`config.mk`:
```
export PLATFORM = sky130hd
export DESIGN_NAME = delta_gen_pipe
export DESIGN_NICKNAME = d
export VERILOG_FILES = /design/src/rtl/delta_gen_pipe.sv
export SDC_FILE = /design/constraint.sdc
export NUM_CORES = 1
export LEC_CHECK = 0
export ABC_AREA = 1
export CAP_MARGIN = 10
export CELL_PAD_IN_SITES_DETAIL_PLACEMENT = 1
export CELL_PAD_IN_SITES_GLOBAL_PLACEMENT = 2
export CORE_MARGIN = 2
export CORE_UTILIZATION = 30
export DETAILED_ROUTE_END_ITERATION = 7
export GPL_ROUTABILITY_DRIVEN = 0
export HOLD_SLACK_MARGIN = 0.15
export PLACE_DENSITY_LB_ADDON = 0.1
export SYNTH_ARGS = -nofsm -noshare
export SYNTH_HDL_FRONTEND = slang
export SYNTH_SLANG_ARGS = --single-unit
```
`constraint.sdc`:
```
create_clock -name clk -period 5.5 [get_ports clk]
set_input_delay 1.1 -clock clk [delete_from_list [all_inputs] [get_ports clk]]
set_output_delay 1.1 -clock clk [all_outputs]
set_load 0.01 [all_outputs]
```
`src/rtl/delta_gen_pipe.sv`:
```
// Output-layer delta generator: per channel, delta = act'(y) * (t - act(y)), streamed one channel per cycle
// through a 3-stage stallable pipeline. act is a hard sigmoid, act' is a*(1-a); requires 2*(T_W-1) >= FRAC_SH.
module delta_gen_pipe #(
    parameter int N_OUT   = 4,
    parameter int T_W     = 8,
    parameter int Y_W     = 12,
    parameter int DACT_W  = 16,
    parameter int D_W     = 16,
    parameter int FRAC_SH = 7,
    localparam int CH_W   = (N_OUT > 1) ? $clog2(N_OUT) : 1
) (
    input  logic                       clk,
    input  logic                       rst,
    input  logic                       in_valid,
    output logic                       in_ready,
    input  logic [1:0]                 mode,
    input  logic [N_OUT*T_W-1:0]       t_in,
    input  logic [N_OUT*Y_W-1:0]       y_in,
    output logic                       out_valid,
    input  logic                       out_ready,
    output logic [CH_W-1:0]            out_ch,
    output logic signed [D_W-1:0]      out_delta,
    output logic                       out_last,
    output logic                       out_sat,
    output logic                       busy
);

    localparam int YE  = (Y_W > T_W) ? Y_W : T_W;
    localparam int LW  = YE + 2;
    localparam int QW  = 2*Y_W + DACT_W + 2;
    localparam int PW  = DACT_W + T_W;
    localparam int EW  = ((PW > D_W) ? PW : D_W) + 1;
    localparam int DSH = 2*(T_W-1) - FRAC_SH;

    localparam logic [1:0] IDLE  = 2'd0;
    localparam logic [1:0] RUN   = 2'd1;
    localparam logic [1:0] DRAIN = 2'd2;

    localparam logic [CH_W-1:0]          LAST_CH = CH_W'(N_OUT-1);
    localparam logic signed [T_W-1:0]    T_MAX   = {1'b0, {(T_W-1){1'b1}}};
    localparam logic signed [T_W-1:0]    T_MIN   = {1'b1, {(T_W-1){1'b0}}};
    localparam logic signed [D_W-1:0]    D_MAX   = {1'b0, {(D_W-1){1'b1}}};
    localparam logic signed [D_W-1:0]    D_MIN   = {1'b1, {(D_W-1){1'b0}}};
    localparam logic signed [DACT_W-1:0] D_ONE   = DACT_W'(1 << FRAC_SH);
    localparam logic signed [LW-1:0]     L_QTR   = LW'(1 << (T_W-2));
    localparam logic signed [LW-1:0]     L_AMAX  = LW'((1 << (T_W-1)) - 1);
    localparam logic signed [QW-1:0]     Q_HALF  = QW'(1 << (T_W-1));

    logic [1:0]           state;
    logic [CH_W-1:0]      cnt;
    logic [1:0]           mode_q;
    logic [N_OUT*T_W-1:0] t_q;
    logic [N_OUT*Y_W-1:0] y_q;

    logic adv, issue;

    logic                     s1_valid, s1_last, s1_sat, s1_use_dif;
    logic [CH_W-1:0]          s1_ch;
    logic signed [T_W-1:0]    s1_a, s1_t;

    logic                     s2_valid, s2_last, s2_sat;
    logic [CH_W-1:0]          s2_ch;
    logic signed [DACT_W-1:0] s2_d;
    logic signed [T_W-1:0]    s2_diff;

    assign adv      = !out_valid || out_ready;
    assign issue    = (state == RUN) && adv;
    assign in_ready = (state == IDLE) && !rst;
    assign busy     = (state != IDLE);

    always_ff @(posedge clk or posedge rst) begin
        if (rst) begin
            state  <= IDLE;
            cnt    <= '0;
            mode_q <= '0;
            t_q    <= '0;
            y_q    <= '0;
        end else begin
            case (state)
                IDLE: begin
                    if (in_valid) begin
                        mode_q <= mode;
                        t_q    <= t_in;
                        y_q    <= y_in;
                        cnt    <= '0;
                        state  <= RUN;
                    end
                end
                RUN: begin
                    if (adv) begin
                        if (cnt == LAST_CH) begin
                            state <= DRAIN;
                        end else begin
                            cnt <= cnt + CH_W'(1);
                        end
                    end
                end
                DRAIN: begin
                    if (out_valid && out_ready && out_last) begin
                        state <= IDLE;
                    end
                end
                default: state <= IDLE;
            endcase
        end
    end

    // Stage 1: activation, either hard sigmoid (y/4 + half, clamped to [0, max]) or a clipped pass-through.
    logic signed [Y_W-1:0] y_sel;
    logic signed [T_W-1:0] t_sel;
    logic signed [YE-1:0]  y_ext;
    logic signed [LW-1:0]  lut_v;
    logic signed [T_W-1:0] a_nxt;
    logic                  a_clip;

    always_comb begin
        y_sel  = y_q[cnt*Y_W +: Y_W];
        t_sel  = t_q[cnt*T_W +: T_W];
        y_ext  = YE'(y_sel);
        lut_v  = (LW'(y_sel) >>> 2) + L_QTR;
        a_clip = 1'b0;
        if (mode_q == 2'd2) begin
            a_nxt = y_ext[T_W-1:0];
            if (y_ext[YE-1:T_W-1] != {(YE-T_W+1){y_ext[T_W-1]}}) begin
                a_clip = 1'b1;
                a_nxt  = y_ext[YE-1] ? T_MIN : T_MAX;
            end
        end else if (lut_v[LW-1]) begin
            a_nxt = '0;
        end else if (lut_v > L_AMAX) begin
            a_nxt = T_MAX;
        end else begin
            a_nxt = lut_v[T_W-1:0];
        end
    end

    logic signed [T_W:0]      diff_w;
    logic signed [T_W-1:0]    diff_nxt;
    logic                     diff_clip;
    logic signed [QW-1:0]     a_wide;
    logic signed [DACT_W-1:0] d_nxt;

    always_comb begin
        diff_w    = (T_W+1)'(s1_t) - (T_W+1)'(s1_a);
        diff_clip = (diff_w[T_W] != diff_w[T_W-1]);
        diff_nxt  = diff_clip ? (diff_w[T_W] ? T_MIN : T_MAX) : diff_w[T_W-1:0];
        a_wide    = QW'(s1_a);
        d_nxt     = s1_use_dif ? DACT_W'((a_wide * (Q_HALF - a_wide)) >>> DSH) : D_ONE;
    end

    logic signed [EW-1:0]  prod, shifted;
    logic signed [D_W-1:0] delta_nxt;
    logic                  delta_clip;

    always_comb begin
        prod       = EW'(s2_d) * EW'(s2_diff);
        shifted    = prod >>> FRAC_SH;
        delta_clip = (shifted[EW-1:D_W-1] != {(EW-D_W+1){shifted[D_W-1]}});
        delta_nxt  = delta_clip ? (shifted[EW-1] ? D_MIN : D_MAX) : shifted[D_W-1:0];
    end

    // Whole pipeline moves as one; last and sat are gated by valid so idle bubbles never flag.
    always_ff @(posedge clk or posedge rst) begin
        if (rst) begin
            s1_valid   <= 1'b0;
            s1_last    <= 1'b0;
            s1_sat     <= 1'b0;
            s1_use_dif <= 1'b0;
            s1_ch      <= '0;
            s1_a       <= '0;
            s1_t       <= '0;
            s2_valid   <= 1'b0;
            s2_last    <= 1'b0;
            s2_sat     <= 1'b0;
            s2_ch      <= '0;
            s2_d       <= '0;
            s2_diff    <= '0;
            out_valid  <= 1'b0;
            out_ch     <= '0;
            out_delta  <= '0;
            out_last   <= 1'b0;
            out_sat    <= 1'b0;
        end else if (adv) begin
            s1_valid   <= issue;
            s1_last    <= issue && (cnt == LAST_CH);
            s1_sat     <= a_clip;
            s1_use_dif <= (mode_q == 2'd0) || (mode_q == 2'd3);
            s1_ch      <= cnt;
            s1_a       <= a_nxt;
            s1_t       <= t_sel;
            s2_valid   <= s1_valid;
            s2_last    <= s1_last;
            s2_sat     <= s1_sat || diff_clip;
            s2_ch      <= s1_ch;
            s2_d       <= d_nxt;
            s2_diff    <= diff_nxt;
            out_valid  <= s2_valid;
            out_ch     <= s2_ch;
            out_delta  <= delta_nxt;
            out_last   <= s2_last;
            out_sat    <= s2_valid && (s2_sat || delta_clip);
        end
    end

endmodule

```
==> results of run 1 <==
timing repair:
item	4_1_cts	5_1_grt
endpoints found under the setup margin	0	8
gates resized for setup	0	3
setup buffers	0	0
registers in the layout, indices dropped and copies added (netlist names), 8 cells and up:
| name | count |
|---|---|
| s2_d | 11 |
| out_delta | 16 |
| s1_a | 8 |
| s1_t | 8 |
| t_q | 32 |
| s2_diff | 8 |
| y_q | 48 |
worst max-delay path by stage:
stage	startpoint	cells after the start	slack, ps	to
final	s1_a[0]	21	440	s2_d[4]
after global routing	s1_a[0]	21	30	s2_d[7]
after CTS	s1_a[1]	21	230	s2_d[4]
after detailed placement	s1_a[1]	21	250	s2_d[4]
after global placement	s1_a[1]	19	480	s2_d[8]
after floorplan	rst	1	280	cnt[0]
worst min-delay path, delay by kind of cell, from the launching register on:
family,cells,cell delay (ps)
AO/OA/AOI/OAI,1,50
AND/OR/NAND/NOR,1,50
flip-flops,1,340
metal layers:
layer  routed length, microns  share of wire
met1                    19000           0.51
met5                        0              0
met2                    16700           0.45
met3                     1060          0.029
met4                      452          0.012
Yosys cell counts (9+ instances only):
cell | count | share of area
a21oi_1 | 86 | 0.032
a31oi_1 | 10 | 0.0047
buf_2 | 9 | 0.0034
clkbuf_1 | 38 | 0.011
dfrtp_1 | 153 | 0.29
fa_1 | 119 | 0.18
ha_1 | 101 | 0.094
inv_1 | 321 | 0.090
mux2_2 | 61 | 0.051
nand2_1 | 382 | 0.11
nand3_1 | 64 | 0.024
nand4_1 | 11 | 0.0051
nor2_1 | 109 | 0.030
o211ai_1 | 9 | 0.0050
o21ai_0 | 56 | 0.021
xnor2_1 | 9 | 0.0059
xor2_1 | 11 | 0.0072
cells by family after synthesis:
kind of cell / Yosys count
flops: 153
buf+inv: 388
xor+xnor: 21
compound gates: 183
other cells: 2
mux: 61
simple gates: 606
fa+ha+maj: 220
layout by cell type (no fill, tap or decap), types with 2 or more instances in the layout:
cell               n
conb_1             6
inv_6              5
a21oi_1           85
nand2_4            4
nand4_1           11
clkinvlp_4         2
o211ai_2           2
xor2_1            11
a21oi_2            2
diode_2            2
nand3b_1           7
ha_1             101
inv_1            319
nand2_1          381
clkinv_4           5
o21ai_0           56
nor4_1             2
o31ai_1            3
dfrtp_1          152
o21ai_1            7
xnor2_1            9
clkinv_8           2
clkbuf_16         17
a31oi_1           10
inv_2              8
nand3_1           64
buf_4             22
mux2_2            61
nor2_1           108
o21bai_1           3
or2_2              3
clkdlybuf4s50_1  108
o211ai_1           9
fa_1             119
nand2_2            6
nor3_1             7
nand3_2            7
nor2_4             2
cell type report:
cell class | count | share of cell area
flip-flops and latches | 153 | 0.243
clock inverters | 14 | 0.00873
well taps | 592 | 0.0470
clock buffers | 18 | 0.0279
inverters | 328 | 0.0784
repair buffers | 130 | 0.0791
diodes | 2 | 0.000318
multi-input cells | 1097 | 0.516
metrics by stage:
| stage | instances | area [sq um] | setup slack, ps |
|---|---|---|---|
| finish | 2334 | 15800 | 439 |
| CTS | 2332 | 15700 | 231 |
| floorplan | 1638 | 13400 | 279 |
| global route | 2332 | 15800 | 26.9 |
| detailed placement | 2300 | 15200 | 248 |
| global placement | 2300 | 15200 | 484 |
==> impl_metrics.toml, run 1 <==
[synth]
syn_avg_cell_area_sq_um = 8.22
synth-seq-area-share = 0.285
synth.area.mux_share = 0.0511
ys_types = 46
synth_xor_area_frac = 0.0143
synth_ff_type = "dfrtp_1"
netlist_instances = 1634
syn_area_sq_um = 13400
yosys.area_share.simple = 0.189
synthAdderAreaFrac = 0.271
synth_compound_area_frac = 0.0755
synthArstFlopShare = 1.00
yosys_warnings = 0
ys_seq_elements = 153
synth_top_family_by_area = "adder cells"
synth_edf_count = 0

[global_routing]
grt_max_degree = 103
grt-busiest-layer = "met2"
met3_usage = 0.0244
grt_use_met2 = 0.272
grt_pass1_vias = 11700
gr-total-overflow = 0
grt_use_total = 0.170
antenna_found_initial = 1
use_met1 = 0.242
grt_pass1_wl_microns = 62400

[critical_path]
setup.worst_path.end_class = "register"
reg2reg_depth = 21
max_stage_delay_ps = 540
crit_chain = "inv_2 > ha_1 > nand3_1 > nor3_2 > ha_1 > nor2_1 > fa_1 > fa_1 > fa_1 > inv_1 > fa_1 > inv_1 > ha_1 > a21oi_1 > o21ai_0 > o21bai_2 > nand2_1 > nand2_1 > nand2_1 > nand2_1 > o21ai_1"
required_ps = 5890
critPathKind = "register to register"
worstPathArrival_ps = 5450
rrSetupSlack_ps = 440
crit_family = "adder cells"
crit_path_start_kind = "register"
r2r_start = "s1_a[0]"
crit_buf_inv = 3
cp_max_fo = 10
critPathSlowestCell = "fa_1"
regToRegEndpoint = "s2_d[4]"

[clock_network]
cts_tree = "yes"
numCtsBuffers = 17
cts_max_level = 4
cts.sinks = 153
postCtsHoldBufs = 0
cts_buffer_depth = 2
clk_root_buffer_cell = "clkbuf_16"
cts.clk_slew.worst_paths_ps = 70
clk_latency_ps = 480

[timing]
fin_tns_setup_ps = 0
finalClockSkew_ps = 22.9
hold_slack_ps = 483
setup_violations = 0
worstMarginPinSlew_ps = 968
hold_viol = 0
rsz0062_at_grt = "no"
min_period_ps = 5060
fmax_ghz = 0.198
fin_crit_sh = 0.920
slew_violations = 0
max_slew_margin = 0.355

[cells_and_area]
finish.utilization = 0.356
fillCellCount = 5289
drive_above_1_share = 0.0902
multi_input_area_sq_um = 8130
syn2layout_area_growth_pct = 17.3
sequential_cell_area_sq_um = 3830
nNetsFinal = 2033

[die]
die_w_microns = 216
fp.dieH_microns = 216
dieArea_sq_um = 46500
num_rows = 77
coreArea_sq_um = 44200
initial_core_util = 0.304
ioPinCount = 109

[outcome]
status = "finished, final reports clean"

[hold_path]
min_from = "out_delta[6]"
worstHoldPathCells = 2
holdCritPathClass = "register to register"
whs_endpoint = "out_delta[6]"

[detailed_routing]
final_antenna_net_count = 0
vias_per_cell = 4.56
drt_iter0_drc = 499
firstDrtPassIters = 4
wl_microns = 37100
post_drt_wl_per_cell_microns = 15.9
num_vias = 10600
drcViolationCount = 0

[run]
maxCapViolCount = 0

[place]
dp_hpwl_microns = 29600
io_buffers = 108
Power of run 1 is left out: the tool's default activity adds up to more than one toggle a clock period on the data nets, which glitch-free logic cannot reach.
==> run 2: changes to the inputs <==
--- a/config.mk
+++ b/config.mk
@@ -14,6 +14,7 @@
 export DETAILED_ROUTE_END_ITERATION = 7
 export GPL_ROUTABILITY_DRIVEN = 0
 export HOLD_SLACK_MARGIN = 0.15
+export MAX_ROUTING_LAYER = met4
 export PLACE_DENSITY_LB_ADDON = 0.1
 export SYNTH_ARGS = -nofsm -noshare
 export SYNTH_HDL_FRONTEND = slang
==> impl_metrics.toml, run 2 (synthesis results as in run 1) <==
[cells_and_area]
stdcell_count = 2334
largest_reg_flops = 48
sequential_cell_area_sq_um = 3830
fillCellCount = 5291
drive_above_1_share = 0.0902
regMostFlops = "y_q"
layout_common_cells = "nand2_1, inv_1, dfrtp_1"
largest_registers = "y_q: 48 flops, t_q: 32 flops, out_delta: 16 flops"
multi_input_area_sq_um = 8130
final_common_cell = "nand2_1"
nNetsFinal = 2033
syn2layout_area_growth_pct = 17.3

[hold_path]
holdCritPathClass = "register to register"

[clock_network]
cts_max_level = 4
cts_tree = "yes"
numCtsBuffers = 17
clk_latency_ps = 480
cts_buffer_depth = 2
cts.sinks = 153
clk_root_buffer_cell = "clkbuf_16"
cts_setup_buffers = 0
cts.clk_slew.worst_paths_ps = 70

[global_routing]
grt_use_total = 0.175
grt_pass1_vias = 11700
gr-total-overflow = 0
antenna_found_initial = 1
grt_max_degree = 103
grt_pass1_wl_microns = 62300

[critical_path]
crit_path_start_kind = "register"
critPathKind = "register to register"
cp_max_fo = 10
crit_buf_inv = 5
rrSetupSlack_ps = 450
setup.worst_path.end_class = "register"
critPathSlowestCell = "fa_1"
required_ps = 5850
max_stage_delay_ps = 530
crit_chain = "inv_2 > nand2_1 > nor2_1 > ha_1 > or2_2 > fa_1 > fa_1 > inv_1 > fa_1 > inv_1 > fa_1 > inv_1 > ha_1 > a21oi_1 > o21ai_0 > a31oi_1 > nand2_1 > nand2_1 > nand3_1 > nand2_1 > inv_1"
crit_family = "adder cells"
worstPathArrival_ps = 5410

[timing]
min_period_ps = 5050
rsz0062_at_grt = "no"
max_slew_margin = 0.359
hold_viol = 0
finalClockSkew_ps = 21.8
fin_crit_sh = 0.919
worstMarginPinSlew_ps = 962
fmax_ghz = 0.198
setup_violations = 0
fin_tns_setup_ps = 0
slew_violations = 0

[detailed_routing]
num_vias = 10600
post_drt_wl_per_cell_microns = 15.9
drt_iter0_drc = 457
wl_microns = 37100
vias_per_cell = 4.56
drcViolationCount = 0
final_antenna_net_count = 0
firstDrtPassIters = 4

[die]
die_w_microns = 216
num_rows = 77
fp.dieH_microns = 216
ioPinCount = 109
coreArea_sq_um = 44200
dieArea_sq_um = 46500
initial_core_util = 0.304

[place]
dp_hpwl_microns = 29600
io_buffers = 108
dp_cells = 2300

[outcome]
status = "finished, final reports clean"

[run]
maxCapViolCount = 0
==> run 2: cell counts in the layout (fill, tap and decap cells not counted) <==
No cell type changed its count.
==> run 2: path summary, 6_finish.rpt <==
kind,from,end,cells past startpoint
worst max-delay path,s1_a[0],s2_d[7],21
worst min-delay path,out_delta[2],out_delta[2],2
worst max register to register,s1_a[0],s2_d[7],21
worst min register to register,out_delta[2],out_delta[2],2
max in group asynchronous,rst,out_delta[5],3
min in group asynchronous,rst,t_q[0],2
==> run 2: metal layers <==
metal,vias up,GRT usage,share of wire
met2,99,0.274,0.45
met3,26,0.0235,0.022
met5,-,-,0
met1,5287,0.241,0.52
met4,0,0.0428,0.012
li1,5229,-,-
==> run 2: metrics by stage <==
stage	hold WS [ps]	setup slack, ps	cell area, sq um	utilization
2_1_floorplan	442	279	13400	-
3_3_place_gp	464	484	15200	0.343
3_5_place_dp	461	248	15200	0.343
4_1_cts	491	231	15700	0.356
5_1_grt	518	28.0	15800	0.356
6_report	482	447	15800	0.356
==> run 2: tightest hold or removal path: stages, from the launching register on <==
cell	delay, ps
dfrtp_1	340
nand2_1	50
o21ai_0	50
==> run 2: layout make-up <==
class,count,area share
inverter,328,0.0784
antenna,2,0.000318
tap,592,0.0470
multi-input combinational,1097,0.516
sequential,153,0.243
clock buffer,18,0.0279
clock inverter,14,0.00873
timing repair buffer,130,0.0791
==> run 2: repair_timing <==
action	4_1_cts	5_1_grt
resized for setup	0	3
setup endpoints to repair	0	8
hold buffers	0	0
Power of run 2 is left out for the same reason.
==> run 3: changes to the inputs <==
--- a/config.mk
+++ b/config.mk
@@ -15,7 +15,7 @@
 export GPL_ROUTABILITY_DRIVEN = 0
 export HOLD_SLACK_MARGIN = 0.15
 export MAX_ROUTING_LAYER = met4
-export PLACE_DENSITY_LB_ADDON = 0.1
+export PLACE_DENSITY_LB_ADDON = 0.08
 export SYNTH_ARGS = -nofsm -noshare
 export SYNTH_HDL_FRONTEND = slang
 export SYNTH_SLANG_ARGS = --single-unit
==> impl_metrics.toml, run 3 (synthesis results as in run 1) <==
[outcome]
status = "finished, final reports clean"

[detailed_routing]
post_drt_wl_per_cell_microns = 16.1
num_vias = 10600
vias_per_cell = 4.55
drt_iter0_drc = 352
wl_microns = 37600
firstDrtPassIters = 4
drcViolationCount = 0
final_antenna_net_count = 0

[hold_path]
holdCritPathClass = "register to register"
min_from = "s1_valid"

[cells_and_area]
syn2layout_area_growth_pct = 17.7
nNetsFinal = 2033
regMostFlops = "y_q"
drive_above_1_share = 0.0897
largest_reg_flops = 48
final_area_sq_um = 15800
final_common_cell = "nand2_1"
layout_common_cells = "nand2_1, inv_1, dfrtp_1"
largest_registers = "y_q: 48 flops, t_q: 32 flops, out_delta: 16 flops"

[timing]
hold_viol = 0
rsz0062_at_grt = "no"
max_slew_margin = 0.397
fin_crit_sh = 0.923
setup_violations = 0
fin_tns_setup_ps = 0
min_period_ps = 5070
worstMarginPinSlew_ps = 905
slew_violations = 0
finalClockSkew_ps = 15.0
fmax_ghz = 0.197

[critical_path]
cp-startpoint = "s1_a[0]"
max_stage_delay_ps = 540
required_ps = 5860
setup.worst_path.end_class = "register"
crit_family = "adder cells"
cp_common_cell = "nand2_1"
cp_max_fo = 10
critPathKind = "register to register"
crit_chain = "inv_2 > ha_1 > nand3_1 > nor3_1 > ha_1 > nor2_1 > fa_1 > fa_1 > fa_1 > inv_1 > fa_1 > inv_1 > ha_1 > nand2_1 > o21ai_0 > inv_1 > nand2_1 > nand2_1 > nand2_1 > nand2_1 > nand3_1 > nand2_1"
critPathSlowestCell = "fa_1"
crit_path_start_kind = "register"
worstPathArrival_ps = 5440
crit_buf_inv = 4
r2r_start = "s1_a[0]"

[global_routing]
grt_max_degree = 94
grt_pass1_vias = 11800
grt_use_total = 0.179
grt_pass1_wl_microns = 62800
antenna_found_initial = 2
gr-total-overflow = 0

[clock_network]
cts_buffer_depth = 2
clk_root_buffer_cell = "clkbuf_16"
numCtsBuffers = 17
cts_tree = "yes"
cts.clk_slew.worst_paths_ps = 80
cts.sinks = 153
cts_max_level = 4
clk_latency_ps = 480

[die]
num_rows = 77
coreArea_sq_um = 44200
fp.dieH_microns = 216
initial_core_util = 0.304
dieArea_sq_um = 46500
die_w_microns = 216
ioPinCount = 109

[run]
maxCapViolCount = 0

[place]
io_buffers = 108
dp_hpwl_microns = 29900
place_area_sq_um = 15200
==> run 3: cell types whose count changed in the layout (fill, tap and decap cells not counted), sizes merged <==
cell      before  now
bufinv         0    1
clkbuf        18   17
clkinv         7    8
clkinvlp       2    0
diode          2    1
inv          333  334
==> run 3: through the flow <==
| step | hold slack (ps) | std cells | setup WS, ps | util |
|---|---|---|---|---|
| finish | 479 | 2333 | 426 | 0.357 |
| global route | 509 | 2333 | 5.27 | 0.357 |
| CTS | 473 | 2332 | 296 | 0.357 |
| detailed placement | 467 | 2300 | 347 | 0.343 |
| global placement | 463 | 2300 | 510 | 0.343 |
| floorplan | 442 | 1638 | 279 | - |
==> run 3: path summary, 6_finish.rpt <==
| check | end | slack [ps] | cells past startpoint |
|---|---|---|---|
| worst max-delay path | s2_d[5] | 430 | 22 |
| worst min-delay path | s2_valid | 480 | 2 |
| worst max register to register | s2_d[5] | 430 | 22 |
| worst min register to register | s2_valid | 480 | 2 |
| max in group asynchronous | out_delta[4] | 3290 | 3 |
| min in group asynchronous | t_q[1] | 1210 | 2 |
==> run 3: timing repair <==
action / CTS / global route
gates resized for setup: 0 / 2
hold buffers: 0 / 0
hold endpoints to repair: 0 / 0
setup endpoints to repair: 0 / 6
buffers inserted: 0 / 0
==> run 3: layout make-up <==
| cell class | count | area [sq um] |
|---|---|---|
| clock inverters | 15 | 205 |
| flip-flops and latches | 153 | 3830 |
| repair buffers | 130 | 1250 |
| diodes | 1 | 2.50 |
| multi-input cells | 1097 | 8120 |
| well taps | 592 | 741 |
| inverters | 328 | 1240 |
| clock buffers | 17 | 425 |
| fillers | 5285 | 28400 |
==> run 3: worst reg2reg max path, cell delays in order (launching register included) <==
cell and delay [ps]:
dfrtp_1 390, inv_2 160, ha_1 210, nand3_1 100
nor3_1 250, ha_1 340, nor2_1 160, fa_1 460
fa_1 470, fa_1 540, inv_1 50, fa_1 520
inv_1 40, ha_1 360, nand2_1 120, o21ai_0 290
inv_1 100, nand2_1 90, nand2_1 70, nand2_1 60
nand2_1 50, nand3_1 80, nand2_1 60
==> run 3: metal layers <==
| layer | track usage | vias up | part of all wire |
|---|---|---|---|
| met4 | 0.0455 | 0 | 0.013 |
| met3 | 0.0265 | 24 | 0.027 |
| li1 | - | 5224 | - |
| met2 | 0.283 | 116 | 0.46 |
| met1 | 0.239 | 5246 | 0.51 |
| met5 | - | - | 0 |
Power of run 3 is left out for the same reason.
